--- config.mk ---
export PLATFORM = sky130hd
export DESIGN_NAME = fetch_unit
export DESIGN_NICKNAME = d
export VERILOG_FILES = /design/src/rtl/fetch_unit.sv
export SDC_FILE = /design/constraint.sdc
export NUM_CORES = 1
export LEC_CHECK = 0
export BUFFER_PORTS_ARGS = -buffer_cell sky130_fd_sc_hd__buf_2
export CELL_PAD_IN_SITES_DETAIL_PLACEMENT = 1
export CELL_PAD_IN_SITES_GLOBAL_PLACEMENT = 1
export CORE_MARGIN = 2
export CORE_UTILIZATION = 45
export DETAILED_ROUTE_END_ITERATION = 12
export GPL_TIMING_DRIVEN = 0
export PLACE_DENSITY_LB_ADDON = 0.15
export SLEW_MARGIN = 10
export SYNTH_ARGS = -nofsm -noshare
export SYNTH_HDL_FRONTEND = slang
export SYNTH_SLANG_ARGS = --single-unit
--- constraint.sdc ---
create_clock -name clk -period 3.5 [get_ports clk]
set_clock_uncertainty 0.1 [all_clocks]
set_input_delay 0.525 -clock clk [delete_from_list [all_inputs] [get_ports clk]]
set_output_delay 0.525 -clock clk [all_outputs]
set_load 0.01 [all_outputs]
--- src/rtl/fetch_unit.sv ---
// RV32I instruction fetch: owns the PC, issues word-aligned imem requests and
// buffers returned instructions with their PC for the ID stage.
module fetch_unit #(
    parameter logic [31:0] RESET_PC = 32'h0000_0000,
    parameter int          DEPTH    = 2
) (
    input  logic        clk,
    input  logic        rst_n,
    output logic        imem_req_valid,
    input  logic        imem_req_ready,
    output logic [31:0] imem_req_addr,
    input  logic        imem_rsp_valid,
    input  logic [31:0] imem_rsp_data,
    input  logic        redirect_valid,
    input  logic [31:0] redirect_pc,
    output logic        id_valid,
    input  logic        id_ready,
    output logic [31:0] id_instr,
    output logic [31:0] id_pc
);

    localparam int          PW  = (DEPTH > 1) ? $clog2(DEPTH) : 1;
    localparam int          CW  = PW + 1;
    localparam logic [31:0] NOP = 32'h0000_0013;

    logic [31:0]      pc;
    logic [31:0]      redirect_tgt;

    logic [31:0]      trk_addr [DEPTH];
    logic [DEPTH-1:0] trk_stale;
    logic [PW-1:0]    trk_wr;
    logic [PW-1:0]    trk_rd;
    logic [CW-1:0]    trk_cnt;

    logic [31:0]      q_instr [DEPTH];
    logic [31:0]      q_pc    [DEPTH];
    logic [PW-1:0]    q_wr;
    logic [PW-1:0]    q_rd;
    logic [CW-1:0]    q_cnt;

    logic [CW:0]      used;
    logic             credit_ok;
    logic             accept;
    logic             rsp_fire;
    logic             q_push;
    logic             consume;

    assign redirect_tgt = redirect_pc & 32'hFFFF_FFFC;

    // Tracker plus queue never exceed DEPTH, so a response always has a queue slot.
    assign used      = {1'b0, trk_cnt} + {1'b0, q_cnt};
    assign credit_ok = used < (CW+1)'(DEPTH);

    assign imem_req_valid = rst_n && !redirect_valid && credit_ok;
    assign imem_req_addr  = pc;

    assign accept   = imem_req_valid && imem_req_ready;
    assign rsp_fire = imem_rsp_valid && (trk_cnt != '0);
    assign q_push   = rsp_fire && !trk_stale[trk_rd] && !redirect_valid;

    assign id_valid = (q_cnt != '0);
    assign consume  = id_valid && id_ready;
    assign id_instr = id_valid ? q_instr[q_rd] : NOP;
    assign id_pc    = id_valid ? q_pc[q_rd]    : 32'h0;

    always_ff @(posedge clk or negedge rst_n) begin
        if (!rst_n) begin
            pc <= RESET_PC;
        end else if (redirect_valid) begin
            pc <= redirect_tgt;
        end else if (accept) begin
            pc <= pc + 32'd4;
        end
    end

    // In-flight tracker: entries outstanding across a redirect are marked stale
    // so their responses are dropped on arrival.
    always_ff @(posedge clk or negedge rst_n) begin
        if (!rst_n) begin
            trk_wr    <= '0;
            trk_rd    <= '0;
            trk_cnt   <= '0;
            trk_stale <= '0;
            for (int i = 0; i < DEPTH; i++) begin
                trk_addr[i] <= '0;
            end
        end else begin
            if (accept) begin
                trk_addr[trk_wr] <= pc;
                trk_wr           <= trk_wr + 1'b1;
            end
            if (rsp_fire) begin
                trk_rd <= trk_rd + 1'b1;
            end
            if (redirect_valid) begin
                trk_stale <= '1;
            end else if (accept) begin
                trk_stale[trk_wr] <= 1'b0;
            end
            case ({accept, rsp_fire})
                2'b10:   trk_cnt <= trk_cnt + 1'b1;
                2'b01:   trk_cnt <= trk_cnt - 1'b1;
                default: trk_cnt <= trk_cnt;
            endcase
        end
    end

    // Instruction queue; a redirect empties it regardless of same-cycle push/pop.
    always_ff @(posedge clk or negedge rst_n) begin
        if (!rst_n) begin
            q_wr  <= '0;
            q_rd  <= '0;
            q_cnt <= '0;
            for (int i = 0; i < DEPTH; i++) begin
                q_instr[i] <= '0;
                q_pc[i]    <= '0;
            end
        end else if (redirect_valid) begin
            q_wr  <= '0;
            q_rd  <= '0;
            q_cnt <= '0;
        end else begin
            if (q_push) begin
                q_instr[q_wr] <= imem_rsp_data;
                q_pc[q_wr]    <= trk_addr[trk_rd];
                q_wr          <= q_wr + 1'b1;
            end
            if (consume) begin
                q_rd <= q_rd + 1'b1;
            end
            case ({q_push, consume})
                2'b10:   q_cnt <= q_cnt + 1'b1;
                2'b01:   q_cnt <= q_cnt - 1'b1;
                default: q_cnt <= q_cnt;
            endcase
        end
    end

endmodule

# Word-level counts from Yosys, hierarchy flattened
# Cells that the tools add are included.
# op_classes
n_lt_le_gt_ge	10
n_reduce_logical	20
bitwise	7
muxes	33
add_sub_neg	10
n_eq_ne	4
# op_table
operator	count
32-bit 2-to-1 mux	15
64-bit bitwise mux	3
32-bit demux with 1-bit select	2
32-bit by 3-bit adder with 32-bit output (second input constant)	1
2-bit nonzero test	6
1-bit logical AND	10
2-bit greater-or-equal comparator (second input constant)	4
1-bit NOT with 2-bit output	4
2-bit case mux with 2 select lines	2
1-bit 2-to-1 mux	7
2-bit 2-to-1 mux	3
1-bit adder (second input constant)	4
2-bit by 1-bit adder with 2-bit output (second input constant)	2
2-bit by 1-bit equality test with 1-bit output (second input constant)	2
2-bit equality test (second input constant)	2
1-bit by 2-bit < comparator with 1-bit output (second input constant)	2
2-bit by 1-bit < comparator with 1-bit output (second input constant)	2
2-bit by 1-bit subtractor with 2-bit output (second input constant)	2
2-bit by 2-bit adder with 3-bit output	1
3-bit by 2-bit < comparator with 1-bit output (second input constant)	1
3-bit nonzero test	1
2-bit bitwise AND	1
1-bit logical NOT	2
2-bit NOT	1
4 further kinds	4
# totals
reg_bits	234
inputBits	70
out_inout_bits	98

# Longest topological paths before layout
# Gate-level depths: netlist of run 1.
# depth
word_depth	8
mapped_depth	11
mapped_depth_nobuf	9

# Least setup slack after synthesis of run 1
# Ideal clock, no wire load.
# synth_timing
path_kind	register to register
from	register trk_cnt[0]
to	register trk_cnt[1]
synth_period_minus_slack_ns	2.855
path_buffers	2
t_arrival_ns	2.629
path_stages_with_launch	12
setup_ns	0.125
path_slack_ns	0.645
required_time_ns	3.275
cell_sequence	dfrtp_1 and2_1 fa_1 or4b_1 buf_2 nor2_2 inv_2 clkbuf_1 ha_1 xnor2_1 nor2_1 xor2_1
# synth_via
elab_chain_len	6
elab_cells_between_ends	12
# synth_lines
element	line	text
start, declared	33	logic [CW-1:0] trk_cnt;
start signal, assigned	101	2'b10: trk_cnt <= trk_cnt + 1'b1;
start signal, assigned	102	2'b01: trk_cnt <= trk_cnt - 1'b1;
start signal, assigned	103	default: trk_cnt <= trk_cnt;
2-bit by 2-bit adder with 3-bit output	51	assign used = {1'b0, trk_cnt} + {1'b0, q_cnt};
3-bit by 2-bit < comparator with 1-bit output	52	assign credit_ok = used < (CW+1)'(DEPTH);
1-bit logical AND	54	assign imem_req_valid = rst_n && !redirect_valid && credit_ok;
1-bit logical AND	57	assign accept = imem_req_valid && imem_req_ready;
2-bit by 1-bit equality test with 1-bit output / 2-bit equality test (equally long branches)	100	case ({accept, rsp_fire})
2-bit case mux with 2 select lines / 2-bit nonzero test (equally long branches)	-	
# Parallel ways exist; a longest one is shown, timed or not.
# A chain may end at the register's enable or synchronous reset.

# Worst setup path in the final report of run 1
# layout_timing
from	register q_rd
to	output id_pc[17]
# layout_via
elab_chain_len	5
# layout_lines
element	line	text
start, declared	38	logic [PW-1:0] q_rd;
start signal, assigned	129	q_rd <= q_rd + 1'b1;
1-bit NOT with 2-bit output (implied by the code)	64	assign id_pc = id_valid ? q_pc[q_rd] : 32'h0;
32-bit 2-to-1 mux (implied by the code) (3 in a row)	64	
32-bit 2-to-1 mux	64	
end, declared	19	output logic [31:0] id_pc
# No other way between the ends. The select of a mux whose other input is x is not followed.

==> results.md, run 1 <==
- Worst EP required: ~2.9 ns
- CP endpoint kind: primary output
- Total setup buffers inserted after CTS: 0
- RePlAce Congestion: 0.7885
- WHS: 0.1134 ns
- Worst Path Buf+Inv: 3
- Final HPWL DP: 20.02 mm
- Max-cap check violation count: 0
- Synth Area in Compound Gates: 0.07867
- CP max FO: 10
- Startpoint Class: flop
- Synth-to-layout area growth: 20.27%
- Crit path max-delay family: buffers and inverters
- Slew @ Worst Pin: 0.9857 ns
- XOR/XNOR share of the synthesized area: 0.006747
- Pin count of the biggest net entering global routing: 91
- Die W: ~160 um
- Iter 0 DRT Violations: 367
- Post-Synth Simple-Gate Area: 0.1084
- Gr busiest metal: met2
- Critical path class: reg2out
- Max frequency: just over 0.3 GHz
- Worst relative slew slack: 0.3428
- Core Rows: 55
- Endpoints failing setup: 0
- First-pass GRT wire length: 46.27 mm
- Synthesis Warnings: 0
- FFs w/ async S/R, synth: 1.000
- M1 GR Usage: 0.3325
- Leakage power: 5.907 nW
- Routed wire per std cell: 20.66 um
- First-pass DRT Iterations: 4
- Vias in the first global route: 8423
- DRC violations left: 0
- Layout cells sized above 1: 0.3184
- Starting Density: 0.4587
- Ys flop type: dfrtp_1
- Cell count after synthesis: 902
- Seq/Total Area, Yosys: 0.5398
- Crit share post-route: 0.9287
- Crit-path cells: clkbuf_1 > clkbuf_1 > mux2i_1 > nor2_1 > buf_2
- Htree depth: 1
- Max IR drop VDD: around 380 uV
- Synth Cell Area: 0.01038 sq mm
- PortBufs: 161
- WP data arrival: roughly 2.6 ns
- Via density: about 5.6
- Clock Pin Slew Worst Setup and Hold Paths: roughly 0.060 ns
- CTS-repair resized insts: 0
- GRT met2 Usage: 0.4069
- Clock root cell: clkbuf_16
- Critical path's slowest cell: clkbuf_1
- Multiplexer share of the synthesized area: 0.2280
- Final net count: 1170
- Synthesis-stage register bit count: 224
- Most common cell after layout, fill and taps aside: dfrtp_1
- Max-slew violation count: 0
- Most frequent cells in the layout: dfrtp_1, buf_2, mux2_2
- Hold Vio Cnt, Final: 0
- Largest family of logic cells by synthesized area: multiplexers
- Post-synth EDFFs: 0
- Period minus WS final: 3.250 ns
- Top Ports: 168
- Outcome: completed
- Post-synth cell types: 52
- Syn_area_per_cell: roughly 12 sq um
- Worst-Skew Late Latency: between 0.5 and 0.6 ns
- CP max stage delay: 0.75 ns
- Overflow left after global routing: 0
- Final WL: roughly 29 mm
- Total power: a little over 8 mW
- Hold crit path type: in2reg
- RSZ-0062 raised after global routing: false
- Die span in y: 155.9 um
- Cell Pwr Density: 657.2 mW/mm^2
- TritonCTS clock tree: built
- Initial antenna violation count: 2
- TritonCTS buffer count: 25
- Post-synthesis adder-cell area fraction: 0.004337
- Via count: 7776
- Met3 Use GR: 0.02944
- Post-DRT Antenna Nets: 0
- Core outline area: 0.02264 sq mm
- Total Routing Usage GR: 0.2416
- Full die area: between 0.02 and 0.025 sq mm
- Most common cell on crit path: clkbuf_1
- Clock buffer depth: 3
- Clock Sink Count: 224
## cell families after synthesis
logic type      after synthesis
xor+xnor                      8
other cells                   1
flops                       224
compound gates              131
simple gates                245
buf+inv                      76
fa+ha+maj                     3
mux                         214
## repair_timing
item,4_1_cts,5_1_grt
setup endpoints to repair,0,1
endpoints found under the hold margin,52,0
hold buffers,2,0
## where the power goes
group          leakage, nW  internal [mW]  total [mW]  switching, mW
registers             2.91           3.26        3.70          0.433
logic                 2.60          0.968        1.94          0.970
clock network        0.394           1.54        2.57           1.04
total                 5.91           5.77        8.21           2.44
## synth_stat cells (13+ instances only)
| master | instances | share of area |
|---|---|---|
| dfrtp_1 | 224 | 0.54 |
| mux2_2 | 100 | 0.11 |
| nor2_1 | 98 | 0.035 |
| mux2i_1 | 94 | 0.091 |
| nand2_1 | 71 | 0.026 |
| o21ai_0 | 46 | 0.022 |
| a21oi_1 | 34 | 0.016 |
| clkbuf_1 | 34 | 0.012 |
| nand3_1 | 23 | 0.011 |
| mux2_4 | 20 | 0.029 |
| buf_2 | 18 | 0.0087 |
| o311ai_0 | 13 | 0.011 |
## worst register-to-register path, stage by stage (launching register included)
cell and delay, ns:
dfrtp_1 0.43, and2_1 0.19, fa_1 0.42, or4b_1 0.51
buf_2 0.21, nor2_2 0.22, inv_2 0.22, ha_1 0.28
xnor2_1 0.18, nor2_1 0.07, xor2_1 0.14
## layer usage
metal  share of wire  wire length (um)
met1            0.45             12960
met2            0.49             14270
met3           0.040              1163
met4           0.018               533
met5         0.00038                11
## flip-flops by register name (all words and copies together) (netlist names)
| name | flops |
|---|---|
| imem_req_addr | 30 |
| q_cnt | 2 |
| q_instr | 64 |
| q_pc | 60 |
| q_rd | 1 |
| q_wr | 1 |
| trk_addr | 60 |
| trk_cnt | 2 |
| trk_rd | 1 |
| trk_stale | 2 |
| trk_wr | 1 |
## metrics by stage
step	instance area, sq um	setup slack [ns]	setup TNS, ns	util	instances
2_1_floorplan	10400	0.6453	0	-	905
3_5_place_dp	11620	-0.1970	-0.2350	0.5134	1353
4_1_cts	12470	0.04416	0	0.5506	1400
5_1_grt	12490	0.04897	0	0.5516	1401
3_3_place_gp	11560	-3.195	-748.64	0.5105	1351
6_report	12490	0.2497	0	0.5516	1401
## final cells by class
class / count / area (sq um)
Fill cell: 2477 / 10150
Sequential cell: 224 / 5605
Multi-Input combinational cell: 605 / 4441
Timing Repair Buffer: 166 / 933.4
Clock buffer: 40 / 752.0
Tap cell: 285 / 356.6
Buffer: 64 / 300.3
Clock inverter: 5 / 52.55
Inverter: 11 / 46.29
Antenna cell: 1 / 2.502
## worst paths after layout
path,startpoint,end,slack [ns],depth (start not counted)
min in group asynchronous,rst_n,q_instr[19]$_DFFE_PN0P_,0.53,3
hold / removal,redirect_pc[20],imem_req_addr[20]$_DFFE_PN0P_,0.11,3
setup reg to reg,trk_cnt[0]$_DFFE_PN0P_,trk_cnt[1]$_DFFE_PN0P_,0.42,10
setup / recovery,q_rd$_DFFE_PN0P_,id_pc[17],0.25,5
hold reg to reg,q_pc[24]$_DFFE_PN0P_,q_pc[24]$_DFFE_PN0P_,0.38,2
max in group asynchronous,rst_n,imem_req_addr[11]$_DFFE_PN0P_,2.37,3
No activity file was read; power rests on OpenSTA's default activity.
==> inputs of run 2 (changes only) <==
ABC_AREA = 1   (was unset)
CORE_UTILIZATION = 42   (was 45)
==> run 2 against run 1 <==
Against the previous run:
- first-iteration DRC count up 65%
- core utilization down 3.8 points
- register-to-register slack better by 0.56 ns
- sequential power up 14%
- worst setup slack better by 0.038 ns
- critical path depth up 1
- count of clock-buffer cells in the layout down 3
- largest power group unchanged
==> results.md, run 2 <==
- PortBufs: 160 (-0.62%)
- Worst Setup SP: q_rd$_DFFE_PN0P_
- FFs w/ async S/R, synth: 1.000 (unchanged)
- Worst EP required: 2.87 ns (about the same)
- Post-DRT Antenna Nets: 0 (unchanged)
- First-pass GRT wire length: 54.81 mm (+18%)
- Flop pwr share: 0.411 (-0.040)
- Pin count of the biggest net entering global routing: 106 (+16%)
- TritonCTS buffer count: 26 (+4.0%)
- RePlAce Congestion: 0.8753 (+11%)
- Crit-path cells: clkbuf_1 > clkinv_1 > clkbuf_1 > nand2_1 > nand3_1 > buf_2
- Total Routing Usage GR: 0.2569 (+0.01521)
- Setup slack, reg-to-reg: 0.98 ns (+0.56 ns)
- Total power: 10.22 mW (+25%)
- Total setup buffers inserted after CTS: 0 (unchanged)
- Leakage power: 6.618 nW (+12%)
- Sw Share: 0.3767 (+0.07962)
- CP max stage delay: 0.48 ns (-0.27 ns)
- Ys flop type: dfrtp_1
- Routed wire per std cell: 17.44 um (-16%)
- Clock Sink Count: 224 (unchanged)
- First-pass DRT Iterations: 5 (+1)
- CP max FO: 10 (unchanged)
- Cell Pwr Density: 790.8 mW/mm^2 (+20%)
- Worst relative slew slack: 0.5797 (+0.2369)
- Die W: 164.1 um (+5.2%)
- Critical path class: reg2out
- TritonCTS clock tree: built
- Period minus WS final: 3.213 ns (-0.03762 ns)
- CTS-repair resized insts: 0 (unchanged)
- Core outline area: 0.02518 sq mm (+11%)
- CP endpoint kind: primary output
- Overflow left after global routing: 0 (unchanged)
- Via density: 5.080 (-8.5%)
- Max reg flops: 64 (unchanged)
- Vias in the first global route: 10.40k (+23%)
- Crit share post-route: 0.9179 (-0.01075)
- Die span in y: 164.1 um (+5.2%)
- Clk pwr share: 0.270 (-0.043)
- Full die area: 0.02692 sq mm (+11%)
- Hold_buf cts: 1 (-1)
- Top reg by flops: q_instr
- WP data arrival: 2.59 ns (-0.04 ns)
- Outcome: completed
- Critical path's slowest cell: clkbuf_1
- Max frequency: 0.3113 GHz (+1.2%)
- WHS: 0.09318 ns (-0.02027 ns)
- Utilization after layout: 0.5132 (-0.03843)
- Fillers: 3232 (+30%)
- Cell Int Power: 6.370 mW (+10%)
- Max-slew violation count: 0 (unchanged)
- Layout cells sized above 1: 0.1545 (-0.1639)
- Iter 0 DRT Violations: 606 (+65%)
- Cell count after synthesis: 1407 (+56%)
- Fin Setup TNS: 0 ns (unchanged)
- Via count: 9900 (+27%)
- Most common cell on crit path: clkbuf_1
- Worst Setup EP: id_instr[4]
- R2r endpoint: imem_req_addr[21]$_DFFE_PN0P_
- DRC violations left: 0 (unchanged)
- Most frequent cells in the layout: nand2_1, dfrtp_1, buf_2
- Htree depth: 1 (unchanged)
- Starting Density: 0.4274 (-0.03128)
- RSZ-0062 raised after global routing: false
- Post-synth cell types: 35 (-33%)
- Clock buffer depth: 3 (unchanged)
- Hold Vio Cnt, Final: 0 (unchanged)
- Worst-Skew Late Latency: 0.53 ns (+0.02 ns)
- Storage element area: 0.005605 sq mm (unchanged)
- Top-count cell post-synth: nand2_1
- Synthesis Warnings: 0 (unchanged)
- Initial antenna violation count: 1 (-1)
- Most common cell after layout, fill and taps aside: nand2_1
- Final HPWL DP: 24.72 mm (+23%)
- Synth Cell Area: 0.01076 sq mm (+3.6%)
- Post-DP Area: 0.01205 sq mm (+3.7%)
- Seq/Total Area, Yosys: 0.5208 (-0.01895)
- Clock Pin Slew Worst Setup and Hold Paths: 0.06 ns (about the same)
- Combinational Power Share: 0.319 (+0.083)
- Synthesis-stage register bit count: 224 (unchanged)
- Syn_area_per_cell: 7.649 sq um (-34%)
- Largest regs: q_instr (64), q_pc (60), trk_addr (60)
- Area leader, netlist: dfrtp_1
- Max-cap check violation count: 0 (unchanged)
- Core Rows: 58 (+5.5%)
- Clock root cell: clkbuf_16
- Post-synth top cells: nand2_1, dfrtp_1, o21ai_0
- Top Ports: 168 (unchanged)
- Sw Pwr: 3.850 mW (+58%)
- Reg-to-reg startpoint: trk_cnt[0]$_DFFE_PN0P_
- Final net count: 1674 (+43%)
- Final instance area: 0.01292 sq mm (+3.5%)
- Max IR drop VDD: 383.6 uV (+0.89%)
- Area of the multi-input gates: 0.004185 sq mm (-5.7%)
- Synth-to-layout area growth: 20.08%
- Startpoint Class: flop
- Post-synth EDFFs: 0 (unchanged)
- Post-synth top area share: 0.5208 (-0.01895)
- Endpoints failing setup: 0 (unchanged)
- Top cells by area, synth: dfrtp_1, nand2_1, o21ai_0
- Slew @ Worst Pin: 0.6305 ns (-0.3553 ns)
- Final WL: 34.00 mm (+17%)
- Worst R2R Path Depth: 9 (-1)
- Hold crit path type: in2reg
## run 2: cell count changes after synthesis, moves of 16 or more
cell / before / now
nand2_1: 71 / 513
nand3_1: 23 / 39
o21ai_1: 0 / 63
inv_1: 8 / 156
mux2_4: 20 / 0
mux2i_1: 94 / 0
a21oi_1: 34 / 63
mux2_2: 100 / 0
o21ai_0: 46 / 172
nor2_1: 98 / 54
## run 2: logic make-up (layout without fill, tap and decap cells)
group | count (synthesis) | in the layout | share of synthesized area
AOI/OAI and AO/OA | 311 | 311 | 0.1476
xor gates and xnor gates | 8 | 8 | 0.006510
adders and majority gates | 3 | 3 | 0.004185
buffers and inverters | 238 | 446 | 0.09137
DFF | 224 | 224 | 0.5208
other | 1 | 5 | 0.0003484
and+or+nand+nor | 622 | 622 | 0.2291
## run 2: worst min-delay path by stage
| stage | from | endpoint | slack [ns] | depth (start not counted) |
|---|---|---|---|---|
| floorplan | rst_n | imem_req_addr[10]$_DFFE_PN0P_ | 0.13 | 0 |
| global placement | q_pc[52]$_DFFE_PN0P_ | q_pc[52]$_DFFE_PN0P_ | 0.35 | 2 |
| detailed placement | rst_n | q_instr[23]$_DFFE_PN0P_ | 0.29 | 1 |
| CTS | redirect_pc[10] | imem_req_addr[10]$_DFFE_PN0P_ | 0.07 | 3 |
| global route | redirect_pc[10] | imem_req_addr[10]$_DFFE_PN0P_ | 0.10 | 3 |
| finish | redirect_pc[10] | imem_req_addr[10]$_DFFE_PN0P_ | 0.09 | 3 |
## run 2: final cells by class
class | count | area share
plain buffers | 76 | 0.02904
clock inverters | 8 | 0.008907
well taps | 330 | 0.03195
flip-flops and latches | 224 | 0.4337
repair buffers | 163 | 0.06777
diodes | 1 | 0.0001936
multi-input cells | 948 | 0.3238
clock buffers | 37 | 0.05751
inverters | 162 | 0.04705
## run 2: routing by layer
metal  track usage  wire (um)  vias up
met4       0.06699        741        0
met5             0          0        -
met2        0.4467      16390      254
li1              -          -     4808
met3       0.03131       1603       47
met1        0.3398      15260     4791
## run 2: power groups by stage
stage | sequential (mW) | clock (mW) | combinational (mW)
finish | 4.20 | 2.76 | 3.26
global route | 4.31 | 2.93 | 3.75
CTS | 4.19 | 2.82 | 3.30
detailed placement | 4.22 | 0 | 3.25
global placement | 4.17 | 0 | 3.11
floorplan | 4.07 | 0 | 2.10
## run 2: worst max-delay path: cells and delay by family, from the launching register on
family                 cells  cell delay (ns)
buffers and inverters      4             1.42
flip-flops                 1             0.41
AND/OR/NAND/NOR            2             0.22
## run 2: stage by stage
stage | std cells | setup WS, ns
after CTS | 1948 | 0.2552
after global routing | 1948 | 0.1192
after floorplan | 1410 | 1.300
after detailed placement | 1902 | 0.8203
final | 1949 | 0.2873
after global placement | 1900 | -2.959
